--- src/rtl/xcvr_dir_ctl_pkg.sv ---
// Shared types and constants for the Am2949 transceiver direction sequencer.
// The ERR state exists only when XCVR_DIR_CTL_TIMEOUT_EN is defined.
package xcvr_pkg;

  typedef enum logic [2:0] {
    ST_IDLE  = 3'd0,
    ST_TURN  = 3'd1,
    ST_DRIVE = 3'd2,
`ifdef XCVR_DIR_CTL_TIMEOUT_EN
    ST_ACK   = 3'd3,
    ST_ERR   = 3'd4
`else
    ST_ACK   = 3'd3
`endif
  } state_t;

  localparam int HI = 1;
  localparam int LO = 0;

  localparam logic DIR_WRITE = 1'b0;
  localparam logic DIR_READ  = 1'b1;

  // Returns {T_n, R_n} for one lane; both can never be low together.
  function automatic logic [1:0] lane_ctl(input logic drive, input logic en, input logic dir);
    logic on;
    on = drive & en;
    return {~(on & (dir == DIR_WRITE)), ~(on & (dir == DIR_READ))};
  endfunction

endpackage

--- src/rtl/xcvr_dir_ctl_if.sv ---
// CPU strobe / off-board ack inputs and transceiver control outputs of the
// direction sequencer. master = CPU/bus side, slave = the sequencer.
interface xcvr_dir_ctl_if;
  logic as_n;
  logic uds_n;
  logic lds_n;
  logic rw;
  logic sel;
  logic bus_ack_n;
  logic t_hi_n;
  logic r_hi_n;
  logic t_lo_n;
  logic r_lo_n;
  logic dtack_n;
  logic berr_n;
  logic busy;

  modport master (
    output as_n, uds_n, lds_n, rw, sel, bus_ack_n,
    input  t_hi_n, r_hi_n, t_lo_n, r_lo_n, dtack_n, berr_n, busy
  );

  modport slave (
    input  as_n, uds_n, lds_n, rw, sel, bus_ack_n,
    output t_hi_n, r_hi_n, t_lo_n, r_lo_n, dtack_n, berr_n, busy
  );
endinterface

--- src/rtl/xcvr_dir_ctl_bus_timeout_ctr.sv ---
// DRIVE-phase watchdog: counts enabled cycles and flags the cycle whose
// increment reaches TIMEOUT. Used only with XCVR_DIR_CTL_TIMEOUT_EN.
module bus_timeout_ctr #(
  parameter int TIMEOUT = 255
) (
  input  logic clk,
  input  logic reset,
  input  logic clear,
  input  logic en,
  output logic tc
);

  localparam int CW = $clog2(TIMEOUT + 1);

  logic [CW-1:0] cnt;

  always_ff @(posedge clk) begin
    if (reset || clear) begin
      cnt <= '0;
    end else if (en) begin
      cnt <= cnt + CW'(1);
    end
  end

  // Flag one cycle early so the FSM leaves DRIVE exactly TIMEOUT cycles after entry.
  assign tc = en && (cnt == CW'(TIMEOUT - 1));

endmodule

--- src/rtl/xcvr_dir_ctl.sv ---
// Direction/enable sequencer for the upper/lower Am2949 transceiver pair.
// Optional bus timeout (berr_n) enabled by defining XCVR_DIR_CTL_TIMEOUT_EN.
//
// state | meaning
// IDLE  | no cycle; all transceivers off
// TURN  | dead turnaround, all transceivers off, TURN_CYC cycles
// DRIVE | latched direction driven on enabled lanes, waiting bus ack
// ACK   | dtack_n low, lanes held until as_n rises
// ERR   | bus timeout: lanes off, berr_n low until as_n rises
module xcvr_dir_ctl
  import xcvr_pkg::*;
#(
  parameter int TURN_CYC = 1,
  parameter int TIMEOUT  = 255
) (
  input logic           clk,
  input logic           reset,
  xcvr_dir_ctl_if.slave bus
);

  localparam int TURN_W    = (TURN_CYC > 1) ? $clog2(TURN_CYC) : 1;
  localparam int TURN_LOAD = (TURN_CYC > 0) ? TURN_CYC - 1 : 0;

  state_t            state, state_nxt;
  logic              dir, dir_nxt;
  logic [1:0]        lane_en, lane_en_nxt;
  logic [TURN_W-1:0] turn_cnt, turn_nxt;

  logic [1:0] t_n_q, r_n_q, t_n_nxt, r_n_nxt;
  logic       dtack_q, dtack_nxt;
  logic       berr_q, berr_nxt;
  logic       busy_q, busy_nxt;
  logic       start;
  logic       drive_nxt;

  assign start = ~bus.as_n & bus.sel & (~bus.uds_n | ~bus.lds_n);

`ifdef XCVR_DIR_CTL_TIMEOUT_EN
  logic tmo_tc;

  bus_timeout_ctr #(.TIMEOUT(TIMEOUT)) u_tmo (
    .clk   (clk),
    .reset (reset),
    .clear (state != ST_DRIVE),
    .en    (state == ST_DRIVE),
    .tc    (tmo_tc)
  );
`endif

  always_comb begin
    state_nxt   = state;
    dir_nxt     = dir;
    lane_en_nxt = lane_en;
    turn_nxt    = turn_cnt;
    unique case (state)
      ST_IDLE: begin
        if (start) begin
          dir_nxt         = bus.rw;
          lane_en_nxt[HI] = ~bus.uds_n;
          lane_en_nxt[LO] = ~bus.lds_n;
          turn_nxt        = TURN_W'(TURN_LOAD);
          state_nxt       = (TURN_CYC == 0) ? ST_DRIVE : ST_TURN;
        end
      end
      ST_TURN: begin
        if (bus.as_n) begin
          state_nxt = ST_IDLE;
        end else if (turn_cnt == '0) begin
          state_nxt = ST_DRIVE;
        end else begin
          turn_nxt = turn_cnt - TURN_W'(1);
        end
      end
      ST_DRIVE: begin
        // Abort beats ack; ack beats timeout.
        if (bus.as_n) begin
          state_nxt = ST_IDLE;
        end else if (!bus.bus_ack_n) begin
          state_nxt = ST_ACK;
        end
`ifdef XCVR_DIR_CTL_TIMEOUT_EN
        else if (tmo_tc) begin
          state_nxt = ST_ERR;
        end
`endif
      end
      ST_ACK: begin
        if (bus.as_n) state_nxt = ST_IDLE;
      end
`ifdef XCVR_DIR_CTL_TIMEOUT_EN
      ST_ERR: begin
        if (bus.as_n) state_nxt = ST_IDLE;
      end
`endif
      default: state_nxt = ST_IDLE;
    endcase
  end

  // Outputs are decoded from the next state so they change on the same edge as the state.
  always_comb begin
    drive_nxt = (state_nxt == ST_DRIVE) || (state_nxt == ST_ACK);
    {t_n_nxt[HI], r_n_nxt[HI]} = lane_ctl(drive_nxt, lane_en_nxt[HI], dir_nxt);
    {t_n_nxt[LO], r_n_nxt[LO]} = lane_ctl(drive_nxt, lane_en_nxt[LO], dir_nxt);
    dtack_nxt = ~(state_nxt == ST_ACK);
`ifdef XCVR_DIR_CTL_TIMEOUT_EN
    berr_nxt  = ~(state_nxt == ST_ERR);
`else
    berr_nxt  = 1'b1;
`endif
    busy_nxt  = (state_nxt != ST_IDLE);
  end

  always_ff @(posedge clk) begin
    if (reset) begin
      state    <= ST_IDLE;
      dir      <= DIR_WRITE;
      lane_en  <= '0;
      turn_cnt <= '0;
      t_n_q    <= '1;
      r_n_q    <= '1;
      dtack_q  <= 1'b1;
      berr_q   <= 1'b1;
      busy_q   <= 1'b0;
    end else begin
      state    <= state_nxt;
      dir      <= dir_nxt;
      lane_en  <= lane_en_nxt;
      turn_cnt <= turn_nxt;
      t_n_q    <= t_n_nxt;
      r_n_q    <= r_n_nxt;
      dtack_q  <= dtack_nxt;
      berr_q   <= berr_nxt;
      busy_q   <= busy_nxt;
    end
  end

  assign bus.t_hi_n  = t_n_q[HI];
  assign bus.r_hi_n  = r_n_q[HI];
  assign bus.t_lo_n  = t_n_q[LO];
  assign bus.r_lo_n  = r_n_q[LO];
  assign bus.dtack_n = dtack_q;
  assign bus.berr_n  = berr_q;
  assign bus.busy    = busy_q;

endmodule
--- src/flat_wrapper.sv ---
// flat-port wrapper written by rule: the top's interface ports become plain ports
module xcvr_dir_ctl_flat import xcvr_pkg::*;
#(
  parameter int TURN_CYC = 1,
  parameter int TIMEOUT  = 255
)
  (clk, reset, bus_as_n, bus_uds_n, bus_lds_n, bus_rw, bus_sel, bus_bus_ack_n, bus_t_hi_n, bus_r_hi_n, bus_t_lo_n, bus_r_lo_n, bus_dtack_n, bus_berr_n, bus_busy);
  xcvr_dir_ctl_if bus_i ();
  input logic clk;
  input logic reset;
  input wire logic [$bits(bus_i.as_n)-1:0] bus_as_n;
  input wire logic [$bits(bus_i.uds_n)-1:0] bus_uds_n;
  input wire logic [$bits(bus_i.lds_n)-1:0] bus_lds_n;
  input wire logic [$bits(bus_i.rw)-1:0] bus_rw;
  input wire logic [$bits(bus_i.sel)-1:0] bus_sel;
  input wire logic [$bits(bus_i.bus_ack_n)-1:0] bus_bus_ack_n;
  output wire logic [$bits(bus_i.t_hi_n)-1:0] bus_t_hi_n;
  output wire logic [$bits(bus_i.r_hi_n)-1:0] bus_r_hi_n;
  output wire logic [$bits(bus_i.t_lo_n)-1:0] bus_t_lo_n;
  output wire logic [$bits(bus_i.r_lo_n)-1:0] bus_r_lo_n;
  output wire logic [$bits(bus_i.dtack_n)-1:0] bus_dtack_n;
  output wire logic [$bits(bus_i.berr_n)-1:0] bus_berr_n;
  output wire logic [$bits(bus_i.busy)-1:0] bus_busy;
  assign bus_i.as_n = bus_as_n;
  assign bus_i.uds_n = bus_uds_n;
  assign bus_i.lds_n = bus_lds_n;
  assign bus_i.rw = bus_rw;
  assign bus_i.sel = bus_sel;
  assign bus_i.bus_ack_n = bus_bus_ack_n;
  assign bus_t_hi_n = bus_i.t_hi_n;
  assign bus_r_hi_n = bus_i.r_hi_n;
  assign bus_t_lo_n = bus_i.t_lo_n;
  assign bus_r_lo_n = bus_i.r_lo_n;
  assign bus_dtack_n = bus_i.dtack_n;
  assign bus_berr_n = bus_i.berr_n;
  assign bus_busy = bus_i.busy;
  xcvr_dir_ctl #(.TURN_CYC(TURN_CYC), .TIMEOUT(TIMEOUT)) u_core (.clk(clk), .reset(reset), .bus(bus_i));
endmodule
--- config.mk ---
export PLATFORM = sky130hd
export DESIGN_NAME = xcvr_dir_ctl_flat
export DESIGN_NICKNAME = d
export VERILOG_FILES = /design/src/rtl/xcvr_dir_ctl_pkg.sv /design/src/rtl/xcvr_dir_ctl_if.sv /design/src/rtl/xcvr_dir_ctl_bus_timeout_ctr.sv /design/src/rtl/xcvr_dir_ctl.sv /design/src/flat_wrapper.sv
export SDC_FILE = /design/constraint.sdc
export NUM_CORES = 1
export LEC_CHECK = 0
export ABC_AREA = 0
export CAP_MARGIN = 20
export CORE_AREA = 4 4 41 43
export CTS_CLUSTER_SIZE = 28
export DETAILED_ROUTE_END_ITERATION = 6
export DIE_AREA = 0 0 45 47
export HOLD_SLACK_MARGIN = 0.08
export PLACE_DENSITY = 0.6
export SKIP_LAST_GASP = 1
export SYNTH_ARGS = -nofsm -noshare
export SYNTH_HDL_FRONTEND = slang
export SYNTH_SLANG_ARGS = --single-unit
--- constraint.sdc ---
create_clock -name clk -period 1.6 [get_ports clk]
set_input_delay 0.24 -clock clk [delete_from_list [all_inputs] [get_ports clk]]
set_output_delay 0.24 -clock clk [all_outputs]
set_load 0.005 [all_outputs]
==> summary.md <==
| Metric | Value |
|---|---|
| DR vias | `342` |
| Power density over the cells | `899 nW/um2` |
| Post-synthesis area per instance | `11.3 um2` |
| VDD IR-drop max | `0.624 mV` |
| Router iterations before antenna repair | `2` |
| Count of cell types in the netlist | `21` |
| Number of buffers added on ports | `13` |
| Clk buf depth | `2` |
| Dpl ws | `-0.136 ns` |
| Crit-path leading delay family | `buffers and inverters` |
| I/O pin cnt | `15` |
| Final hold violations | `0` |
| Initial antenna violation count | `0` |
| CTS tree | `yes` |
| Die Height | `47 um` |
| GRT Util Overall | `0.0865` |
| Syn Inst Count | `41` |
| Reg clk slew, reported paths | `0.08 ns` |
| Largest net degree at the start of global routing | `9` |
| CTS Hold Bufs | `0` |
| Most frequent cells in the layout | `clkdlybuf4s50_1 (13), dfxtp_1 (12), nor2_1 (4), buf_4 (4), clkbuf_4 (3)` |
| Total CTS buffers | `3` |
| Grt total ovfl | `0` |
| Vias in the first global route | `330` |
| RSZ-0062 raised after global routing | `no` |
| Detailed Route WL | `739 um` |
| Row count | `13` |
| Status | `complete, no violations` |
| WS Path Type | `input pin to flop` |
| Dpl hpwl | `611 um` |
| Max FO, Critical Path | `4` |
| Layout cells sized above 1 | `0.217` |
| Worst path buffer plus inverter count | `1` |
| Data required, critical path | `1.76 ns` |
| DP Area | `623 um2` |
| Starting density of the core | `0.356` |
| Max Cap Viol | `0` |
| #FFs+latches synth | `12` |
| CP max stage cell | `clkdlybuf4s50_1` |
| Routed Antenna Nets | `0` |
| Fin Hold WS | `0.423 ns` |
| # DRC | `0` |
| Htree depth | `1` |
| Min-delay worst type | `flop to flop` |
| Arrival time at the worst endpoint | `1.60 ns` |
| Setup slack after layout | `0.163 ns` |
| Pleak | `0.261 nW` |
| Power Total | `0.593 mW` |
| DR vias/cell | `4.56` |
| Routed len/inst | `9.85 um` |
| Initial drt markers | `1` |
| Most common cell after layout, fill and taps aside | `clkdlybuf4s50_1` |
| Max-slew violations | `0` |
| Post-CTS setup repair buffer count | `0` |
| Critical path launch point type | `input pin` |
| # resized after CTS | `0` |
| Period minus WS final | `1.44 ns` |
| RePlAce Congestion | `0.726` |
| Die outline width | `45 um` |
| Fmax | `696 MHz` |
| Core box area | `1300 um2` |
| Crit-path max cell delay | `0.44 ns` |
| Post-Synthesis Cell Area | `463 um2` |
| Synth warn | `0` |
| TritonCTS Sinks | `12` |
| Die ar. | `2120 um2` |
| Final setup vio count | `0` |
| Root buf cell | `clkbuf_4` |
| N_diodes | `0` |
| Critical-path cell list | `clkdlybuf4s50_1, a21bo_2, nor4_4, mux2_4` |
| Post-route cell area | `659 um2` |
| Clock skew | `0.00520 ns` |
| First-pass GRT wire length | `1260 um` |
| Area Overhead vs Synth | `42.4%` |
| Worst Setup End Kind | `flop` |
| Register area share after synthesis | `0.519` |
| Synth Net Count | `49` |
| Clock latency on the worst-skew pair | `0.27 ns` |
| Final net count | `69` |
| Tcrit/Tclk final | `0.898` |
==> cells in the mapped netlist <==
library cell,instances,area (um2)
nand4b_1,2,17.5
buf_4,1,7.51
dfxtp_1,12,240
nand4_1,2,12.5
buf_6,1,11.3
conb_1,2,7.51
nand2b_1,2,12.5
or2_1,1,6.26
nor4_4,1,21.3
a21bo_2,1,10.0
nor2_1,4,15.0
and3b_1,1,8.76
nor2b_1,2,12.5
mux2i_1,1,10.0
nand3_1,1,5.00
nand2b_2,1,8.76
o21a_1,1,7.51
mux2_4,2,30.0
and2_1,1,6.26
nor3_1,1,5.00
a21boi_1,1,7.51
==> report_power, final <==
part | total [mW] | switching [mW] | internal (mW)
Clock | 0.235 | 0.0973 | 0.138
Sequential | 0.307 | 0.00402 | 0.303
Combinational | 0.0501 | 0.0175 | 0.0326
==> layer usage <==
metal | track usage | wire length, um | vias to the layer above | share of wire
met5 | 0 | 0 | - | 0
met4 | 0.0351 | 0 | 0 | 0
met3 | 0.0575 | 90 | 0 | 0.12
met2 | 0.150 | 328 | 15 | 0.44
met1 | 0.0806 | 320 | 150 | 0.43
li1 | - | - | 177 | -
==> state kept, by name, summed over array words and instances (netlist names) <==
name                cells
u_core.state            3
u_core.r_n_q            2
u_core.lane_en          2
u_core.bus.dtack_n      1
u_core.dir              1
u_core.bus.busy         1
u_core.t_n_q            2
==> cells by family (layout without fill, tap and decap cells) <==
group                  Yosys count  in the layout  synth area share
AO/OA/AOI/OAI                    3              3            0.0541
buffers and inverters            2             21            0.0405
flip-flops                      12             12             0.519
multiplexers                     3              3            0.0865
other                            2              2            0.0162
AND/OR/NAND/NOR                 19             19             0.284
==> through the flow <==
step           utilization  TNS (ns)  instances
3_3_place_gp         0.479    -0.234         71
3_5_place_dp         0.479    -0.393         71
5_1_grt              0.507         0         75
2_1_floorplan            -         0         41
4_1_cts              0.507         0         75
6_report             0.507         0         75
==> worst paths after layout <==
check	startpoint	end	slack (ns)	depth (start not counted)
max	bus_sel	u_core.lane_en[1]$_SDFF_PP0_	0.16	4
min	u_core.state[1]$_SDFF_PP0_	u_core.bus.dtack_n$_SDFF_PP1_	0.42	1
max reg2reg	u_core.state[0]$_SDFF_PP0_	u_core.lane_en[1]$_SDFF_PP0_	0.23	3
min reg2reg	u_core.state[1]$_SDFF_PP0_	u_core.bus.dtack_n$_SDFF_PP1_	0.42	1
==> layout make-up <==
type	count	area [um2]
Clock buffer	4	36.3
Fill cell	124	642
Multi-Input combinational cell	27	204
Sequential cell	12	240
Tap cell	15	18.8
Timing Repair Buffer	17	160
(Power assumes the default switching activity.)
